===== src/rtl/uart_frame_packer_if.sv =====
`default_nettype none
// ============================================================================
// Module   : uart_frame_packer_if
// Brief    : Channel-sample input and byte-wide UART handshake bundle for the
//            telemetry frame packer.
// Revision : 1.0 - initial release
// ============================================================================
interface uart_frame_packer_if #(
    parameter int NCH = 3,
    parameter int DW  = 16
);
    logic [NCH*DW-1:0] ch_data;
    logic              tx_done;
    logic [7:0]        tx_data;
    logic              tx_send;
    logic              frame_busy;
    logic [7:0]        drop_cnt;

    modport master (
        input  ch_data,
        input  tx_done,
        output tx_data,
        output tx_send,
        output frame_busy,
        output drop_cnt
    );

    modport slave (
        output ch_data,
        output tx_done,
        input  tx_data,
        input  tx_send,
        input  frame_busy,
        input  drop_cnt
    );
endinterface
`default_nettype wire


===== src/rtl/uart_frame_packer.sv =====
`default_nettype none
// ============================================================================
// Module   : uart_frame_packer
// Brief    : Periodic telemetry framer: snapshots NCH channels every PERIOD
//            clocks and streams them MSB-byte-first, then checksum and sync.
// Revision : 1.0 - initial release
// ============================================================================
module uart_frame_packer #(
    parameter int         NCH       = 3,
    parameter int         DW        = 16,
    parameter int         PERIOD    = 500000,
    parameter logic [7:0] SYNC_BYTE = 8'hFF,
    parameter int         SYNC_LEN  = 2,
    parameter int         CSUM_EN   = 1
) (
    input  logic                clk,
    input  logic                rst,
    uart_frame_packer_if.master bus
);

    localparam int c_BPC         = DW / 8;
    localparam int c_DATA_BYTES  = NCH * c_BPC;
    localparam int c_FRAME_BYTES = c_DATA_BYTES + CSUM_EN + SYNC_LEN;
    localparam int c_IW          = (c_FRAME_BYTES > 1) ? $clog2(c_FRAME_BYTES) : 1;
    localparam int c_CW          = $clog2(PERIOD);

    localparam logic [c_IW-1:0] c_LAST_IDX = c_IW'(c_FRAME_BYTES - 1);
    localparam logic [c_IW-1:0] c_CSUM_IDX = c_IW'(c_DATA_BYTES);
    localparam logic [c_CW-1:0] c_TICK_CNT = c_CW'(PERIOD - 1);

    typedef enum logic [1:0] {
        ST_IDLE = 2'd0,
        ST_SEND = 2'd1,
        ST_GAP  = 2'd2
    } state_t;

    state_t              r_state;
    state_t              w_state_nxt;
    logic [c_CW-1:0]     r_count;
    logic                w_tick;
    logic [NCH*DW-1:0]   r_shadow;
    logic [c_IW-1:0]     r_idx;
    logic [c_IW-1:0]     w_idx_inc;
    logic [7:0]          r_csum;
    logic [7:0]          r_drop;
    logic [7:0]          w_data_bytes [c_DATA_BYTES];
    logic [7:0]          w_cur_byte;
    logic                w_cur_is_data;
    logic [7:0]          w_nxt_byte;
    logic                w_nxt_is_data;
    logic [7:0]          w_tx_data;

    assign w_tick    = (r_count == c_TICK_CNT);
    assign w_idx_inc = r_idx + c_IW'(1);

    // Frame-order view of the shadow: channel-major, MSB byte first.
    for (genvar g = 0; g < c_DATA_BYTES; g++) begin : g_bytes
        assign w_data_bytes[g] = r_shadow[(g / c_BPC) * DW + DW - 1 - 8 * (g % c_BPC) -: 8];
    end

    // Free-running period counter, never stalled by frame activity.
    always_ff @(posedge clk or negedge rst) begin
        if (!rst) begin
            r_count <= '0;
        end else if (w_tick) begin
            r_count <= '0;
        end else begin
            r_count <= r_count + c_CW'(1);
        end
    end

    always_ff @(posedge clk or negedge rst) begin
        if (!rst) begin
            r_state <= ST_IDLE;
        end else begin
            r_state <= w_state_nxt;
        end
    end

    always_comb begin
        w_state_nxt = r_state;
        case (r_state)
            ST_IDLE: if (w_tick) w_state_nxt = ST_SEND;
            ST_SEND: if (bus.tx_done) w_state_nxt = ST_GAP;
            ST_GAP:  w_state_nxt = (r_idx == c_LAST_IDX) ? ST_IDLE : ST_SEND;
            default: w_state_nxt = ST_IDLE;
        endcase
    end

    always_comb begin
        w_cur_byte    = '0;
        w_cur_is_data = 1'b0;
        w_nxt_byte    = '0;
        w_nxt_is_data = 1'b0;
        for (int i = 0; i < c_DATA_BYTES; i++) begin
            if (r_idx == c_IW'(i)) begin
                w_cur_byte    = w_data_bytes[i];
                w_cur_is_data = 1'b1;
            end
            if (w_idx_inc == c_IW'(i)) begin
                w_nxt_byte    = w_data_bytes[i];
                w_nxt_is_data = 1'b1;
            end
        end
    end

    always_comb begin
        w_tx_data = 8'h00;
        if (r_state == ST_SEND) begin
            if (w_cur_is_data) begin
                w_tx_data = w_cur_byte;
            end else if ((CSUM_EN != 0) && (r_idx == c_CSUM_IDX)) begin
                w_tx_data = r_csum;
            end else begin
                w_tx_data = SYNC_BYTE;
            end
        end
    end

    // Checksum picks up each data byte at the moment that byte enters SEND;
    // the first byte comes straight from ch_data since the shadow loads alongside.
    always_ff @(posedge clk or negedge rst) begin
        if (!rst) begin
            r_shadow <= '0;
            r_idx    <= '0;
            r_csum   <= '0;
            r_drop   <= '0;
        end else begin
            if (w_tick && (r_state != ST_IDLE) && (r_drop != 8'hFF)) begin
                r_drop <= r_drop + 8'd1;
            end
            if ((r_state == ST_IDLE) && w_tick) begin
                r_shadow <= bus.ch_data;
                r_csum   <= bus.ch_data[DW-1 -: 8];
                r_idx    <= '0;
            end else if (r_state == ST_GAP) begin
                if (r_idx == c_LAST_IDX) begin
                    r_idx <= '0;
                end else begin
                    r_idx <= w_idx_inc;
                    if (w_nxt_is_data) begin
                        r_csum <= r_csum + w_nxt_byte;
                    end
                end
            end
        end
    end

    assign bus.tx_send    = (r_state == ST_SEND);
    assign bus.tx_data    = w_tx_data;
    assign bus.frame_busy = (r_state != ST_IDLE);
    assign bus.drop_cnt   = r_drop;

endmodule
`default_nettype wire

===== src/flat_wrapper.sv =====
// flat-port wrapper written by rule: the top's interface ports become plain ports
module uart_frame_packer_flat 
#(
    parameter int         NCH       = 3,
    parameter int         DW        = 16,
    parameter int         PERIOD    = 500000,
    parameter logic [7:0] SYNC_BYTE = 8'hFF,
    parameter int         SYNC_LEN  = 2,
    parameter int         CSUM_EN   = 1
)
  (clk, rst, bus_ch_data, bus_tx_done, bus_tx_data, bus_tx_send, bus_frame_busy, bus_drop_cnt);
  uart_frame_packer_if #(.NCH(NCH), .DW(DW)) bus_i ();
  input  logic clk;
  input  logic rst;
  input wire logic [$bits(bus_i.ch_data)-1:0] bus_ch_data;
  input wire logic [$bits(bus_i.tx_done)-1:0] bus_tx_done;
  output wire logic [$bits(bus_i.tx_data)-1:0] bus_tx_data;
  output wire logic [$bits(bus_i.tx_send)-1:0] bus_tx_send;
  output wire logic [$bits(bus_i.frame_busy)-1:0] bus_frame_busy;
  output wire logic [$bits(bus_i.drop_cnt)-1:0] bus_drop_cnt;
  assign bus_i.ch_data = bus_ch_data;
  assign bus_i.tx_done = bus_tx_done;
  assign bus_tx_data = bus_i.tx_data;
  assign bus_tx_send = bus_i.tx_send;
  assign bus_frame_busy = bus_i.frame_busy;
  assign bus_drop_cnt = bus_i.drop_cnt;
  uart_frame_packer #(.NCH(NCH), .DW(DW), .PERIOD(PERIOD), .SYNC_BYTE(SYNC_BYTE), .SYNC_LEN(SYNC_LEN), .CSUM_EN(CSUM_EN)) u_core (.clk(clk), .rst(rst), .bus(bus_i));
endmodule

===== config.mk =====
export PLATFORM = sky130hd
export DESIGN_NAME = uart_frame_packer_flat
export DESIGN_NICKNAME = d
export VERILOG_FILES = /design/src/rtl/uart_frame_packer_if.sv /design/src/rtl/uart_frame_packer.sv /design/src/flat_wrapper.sv
export SDC_FILE = /design/constraint.sdc
export NUM_CORES = 1
export LEC_CHECK = 0
export CAP_MARGIN = 20
export CORE_UTILIZATION = 50
export CTS_CLUSTER_SIZE = 20
export DETAILED_ROUTE_END_ITERATION = 8
export HOLD_SLACK_MARGIN = 0.1
export PLACE_DENSITY = 0.77
export SETUP_SLACK_MARGIN = 0.5
export SYNTH_ARGS = -nofsm -noshare
export SYNTH_HDL_FRONTEND = slang
export SYNTH_SLANG_ARGS = --single-unit

===== constraint.sdc =====
create_clock -name clk -period 3.4 [get_ports clk]
set_input_delay 0.85 -clock clk [delete_from_list [all_inputs] [get_ports clk]]
set_output_delay 0.85 -clock clk [all_outputs]
set_load 0.02 [all_outputs]

==> Flow_metrics.wiki <==
{| class="wikitable"
! Metric !! Value
|-
| Outcome || finished, violations left
|-
| Violated checks || negative setup slack
|-
| Chip width || 102 um
|-
| Capturing element type of the critical path || flop
|-
| RSZ-0062 raised after global routing || yes
|-
| Final antenna-violating net count || 0
|-
| Maximum capacitance violations || 0
|-
| HPWL after detailed placement || 9270 um
|-
| Most frequent cell after synthesis || sky130_fd_sc_hd__nand2_1
|-
| Total power divided by cell area || 854 mW/mm^2
|-
| Sink Count || 89
|-
| ANT cells || 0
|-
| Post-Syn Area per Cell || 8.65 um^2
|-
| Post-synthesis instance total || 577
|-
| Distinct cell type count after synthesis || 59
|-
| Max transition margin || 49.9%
|-
| Final setup violation count || 1
|-
| Y dimension of the die || 102 um
|-
| Wire length of the first global-routing pass || 20,500 um
|-
| Leading cell types by total area after synthesis || sky130_fd_sc_hd__dfrtp_1 (45%), sky130_fd_sc_hd__nand2_1 (13%), sky130_fd_sc_hd__ha_1 (4.0%)
|-
| Post-synth EDFFs || 0
|-
| Sequential cell area fraction in the yosys report || 44.6%
|-
| TritonCTS clock tree || done
|-
| Number of standard-cell rows in the floorplan || 36
|-
| Worst setup margin || -24.3 ps
|-
| Total CTS buffers || 9
|-
| Antenna violations before repair || 0
|-
| Number of nets in the layout || 754
|-
| Global route overflow || 0
|-
| I/O Pins || 69
|-
| Most used standard cells in the synthesized netlist || sky130_fd_sc_hd__nand2_1 (171), sky130_fd_sc_hd__dfrtp_1 (89), sky130_fd_sc_hd__nor2_1 (38), sky130_fd_sc_hd__o21ai_0 (31), sky130_fd_sc_hd__a21oi_1 (25)
|-
| Netlist Area Pre-Place || 0.00499 mm^2
|-
| CTS Root Cell || sky130_fd_sc_hd__clkbuf_8
|-
| Via-per-instance ratio || 5.62
|-
| Count of port buffers added during placement || 68
|-
| Die area || 0.0104 mm^2
|-
| Total Wirelength || 13,700 um
|-
| Setup skew after layout || 6.80 ps
|-
| Share of async-settable or async-resettable flops after synthesis || 100%
|-
| Worst R2R Path Depth || 16
|-
| Final min period || 3420 ps
|-
| #FFs+latches synth || 89
|-
| Max Fclk || 292 MHz
|-
| Most area-hungry cell type in the Yosys netlist || sky130_fd_sc_hd__dfrtp_1
|-
| Post-synth top area share || 44.6%
|-
| Number of global-route vias before repair || 4,136
|-
| Layout area overhead || 34.9%
|-
| Core area || 0.00973 mm^2
|-
| Maximum number of pins on one net before global-route repair || 47
|-
| Worst setup path end || u_core.r_csum[7]
|-
| Worst hold path class || in -> async
|-
| Worst setup slack for register-to-register paths || -20 ps
|-
| Final slew viol count || 0
|-
| Data required time of the worst path || 3690 ps
|-
| Reg-to-reg endpoint || u_core.r_csum[7]
|-
| Utilization of the core after routing || 69.2%
|-
| CTS Hold Bufs || 0
|-
| Critical Path Source Type || flop
|-
| Effective utilization at floorplan || 51.3%
|-
| Portion of the clock cycle consumed by the worst path in the final layout || 101%
|-
| Layout cells sized above 1 || 22.0%
|-
| Worst-path fanout max || 5
|-
| Warning count from the yosys run || 0
|-
| Fill count || 774
|-
| WL per Instance || 16.6 um
|-
| Global-route total usage across every layer || 26.0%
|-
| Drc violations || 0
|-
| Worst Path Class, Setup || reg -> reg
|-
| Origin of the critical flop-to-flop path || u_core.r_idx[0]
|-
| Pre-Repair DR Iteration Count || 5
|-
| Worst vdd ir || 585 uV
|-
| Final total power || 0.00575 W
|-
| H-tree lvl count || 3
|-
| Register clock-pin slew on the reported worst setup and hold paths || 90 ps
|-
| Count of routing violations after the opening detailed-route iteration || 307
|-
| Maximum buffer depth of the clock tree || 2
|-
| Crit path launch || u_core.r_idx[0]
|-
| Arrival time at the worst endpoint || 3720 ps
|-
| Prevailing post-synth register cell || sky130_fd_sc_hd__dfrtp_1
|-
| RePlAce Congestion || 0.955
|-
| Slew at the pin with the worst max-slew slack || 752 ps
|-
| Number of vias in the routed layout || 4,633
|-
| Synthesized net count || 645
|-
| Final Hold Viols || 0
|-
| Reported leakage power || 2.88 nW
|-
| Latest clock arrival within the worst-skew pair || 370 ps
|}
[what timing repair did]
action	4_1_cts	5_1_grt
endpoints found under the setup margin	13	14
pin swaps	22	36
buffers inserted	13	11
resized for setup	71	62
[cells by family (layout without fill, tap and decap cells)]
family / after synthesis / after routing / synth area share [%]
simple gates: 271 / 271 / 23.9
compound gates: 117 / 117 / 15.1
flops: 89 / 89 / 44.6
buf+inv: 38 / 152 / 3.46
xor+xnor: 29 / 29 / 5.09
fa+ha+maj: 17 / 17 / 4.41
mux: 16 / 16 / 3.41
[cell usage in the layout, fill, tap and decap left out, types with 12 or more instances in the layout]
master,instances
sky130_fd_sc_hd__clkdlybuf4s50_1,59
sky130_fd_sc_hd__nand3_1,12
sky130_fd_sc_hd__nor2_1,35
sky130_fd_sc_hd__o21ai_1,24
sky130_fd_sc_hd__buf_4,51
sky130_fd_sc_hd__dfrtp_1,88
sky130_fd_sc_hd__nand2_1,168
sky130_fd_sc_hd__buf_6,13
sky130_fd_sc_hd__xnor2_1,18
sky130_fd_sc_hd__a21oi_1,15
[metrics by stage]
stage	setup TNS, ps	std cells	instance area, um^2	setup slack (ps)	hold slack (ps)
after global placement	-13.6	784	6040	-13.6	462
after floorplan	0	577	5040	147	446
after CTS	0	813	6430	93.5	479
final	-24.3	824	6730	-24.3	463
after global routing	-360	824	6730	-162	506
after detailed placement	-211	784	6040	-102	464
[final cells by class]
cell class	count	area (um^2)	area share, %
Timing Repair Buffer	127	1180	17.6
Multi-Input combinational cell	450	2910	43.3
Tap cell	133	166	2.47
Inverter	9	33.8	0.502
Clock buffer	13	139	2.06
Sequential cell	89	2230	33.1
Clock inverter	3	65.1	0.967
[flip-flops by register name (all words and copies together), names as in the netlist]
signal / flops
u_core.r_idx: 4
u_core.r_state: 2
u_core.r_shadow: 48
u_core.bus.drop_cnt: 8
u_core.r_csum: 8
u_core.r_count: 19
[how the worst min path moves through the flow]
stage / start / end / cells past startpoint
after floorplan: u_core.r_count[4] / u_core.r_count[4] / 1
after global placement: u_core.r_count[4] / u_core.r_count[4] / 1
after detailed placement: u_core.r_count[4] / u_core.r_count[4] / 1
after CTS: rst / u_core.r_idx[3] / 1
after global routing: rst / u_core.r_idx[3] / 1
final: rst / u_core.r_count[10] / 1
[critical path, stage by stage (launching register included)]
cell and delay [ps]:
sky130_fd_sc_hd__dfrtp_2 460, sky130_fd_sc_hd__buf_6 140, sky130_fd_sc_hd__ha_4 150, sky130_fd_sc_hd__nor3b_4 140
sky130_fd_sc_hd__a41o_2 270, sky130_fd_sc_hd__and2_4 180, sky130_fd_sc_hd__a22oi_2 170, sky130_fd_sc_hd__o21ai_2 90
sky130_fd_sc_hd__ha_1 330, sky130_fd_sc_hd__a21oi_2 170, sky130_fd_sc_hd__a21boi_2 80, sky130_fd_sc_hd__o21a_1 220
sky130_fd_sc_hd__o41ai_4 410, sky130_fd_sc_hd__nand4b_1 150, sky130_fd_sc_hd__mux2i_1 200, sky130_fd_sc_hd__a311oi_2 60
sky130_fd_sc_hd__o211ai_1 110
[per-layer routing]
metal | vias up | track usage, % | share of wire, %
li1 | 2197 | - | -
met5 | - | 0 | 0
met2 | 188 | 38.7 | 45
met3 | 26 | 5.68 | 7.1
met1 | 2222 | 37.0 | 45
met4 | 0 | 10.7 | 2.2
[report_power, final]
group	switching, W	leakage, nW	internal [W]
clock network	0.000375	0.102	0.000415
registers	0.0000742	0.945	0.00112
logic	0.00178	1.83	0.00198
total	0.00223	2.88	0.00351
Power figures use the tool's default switching activity.
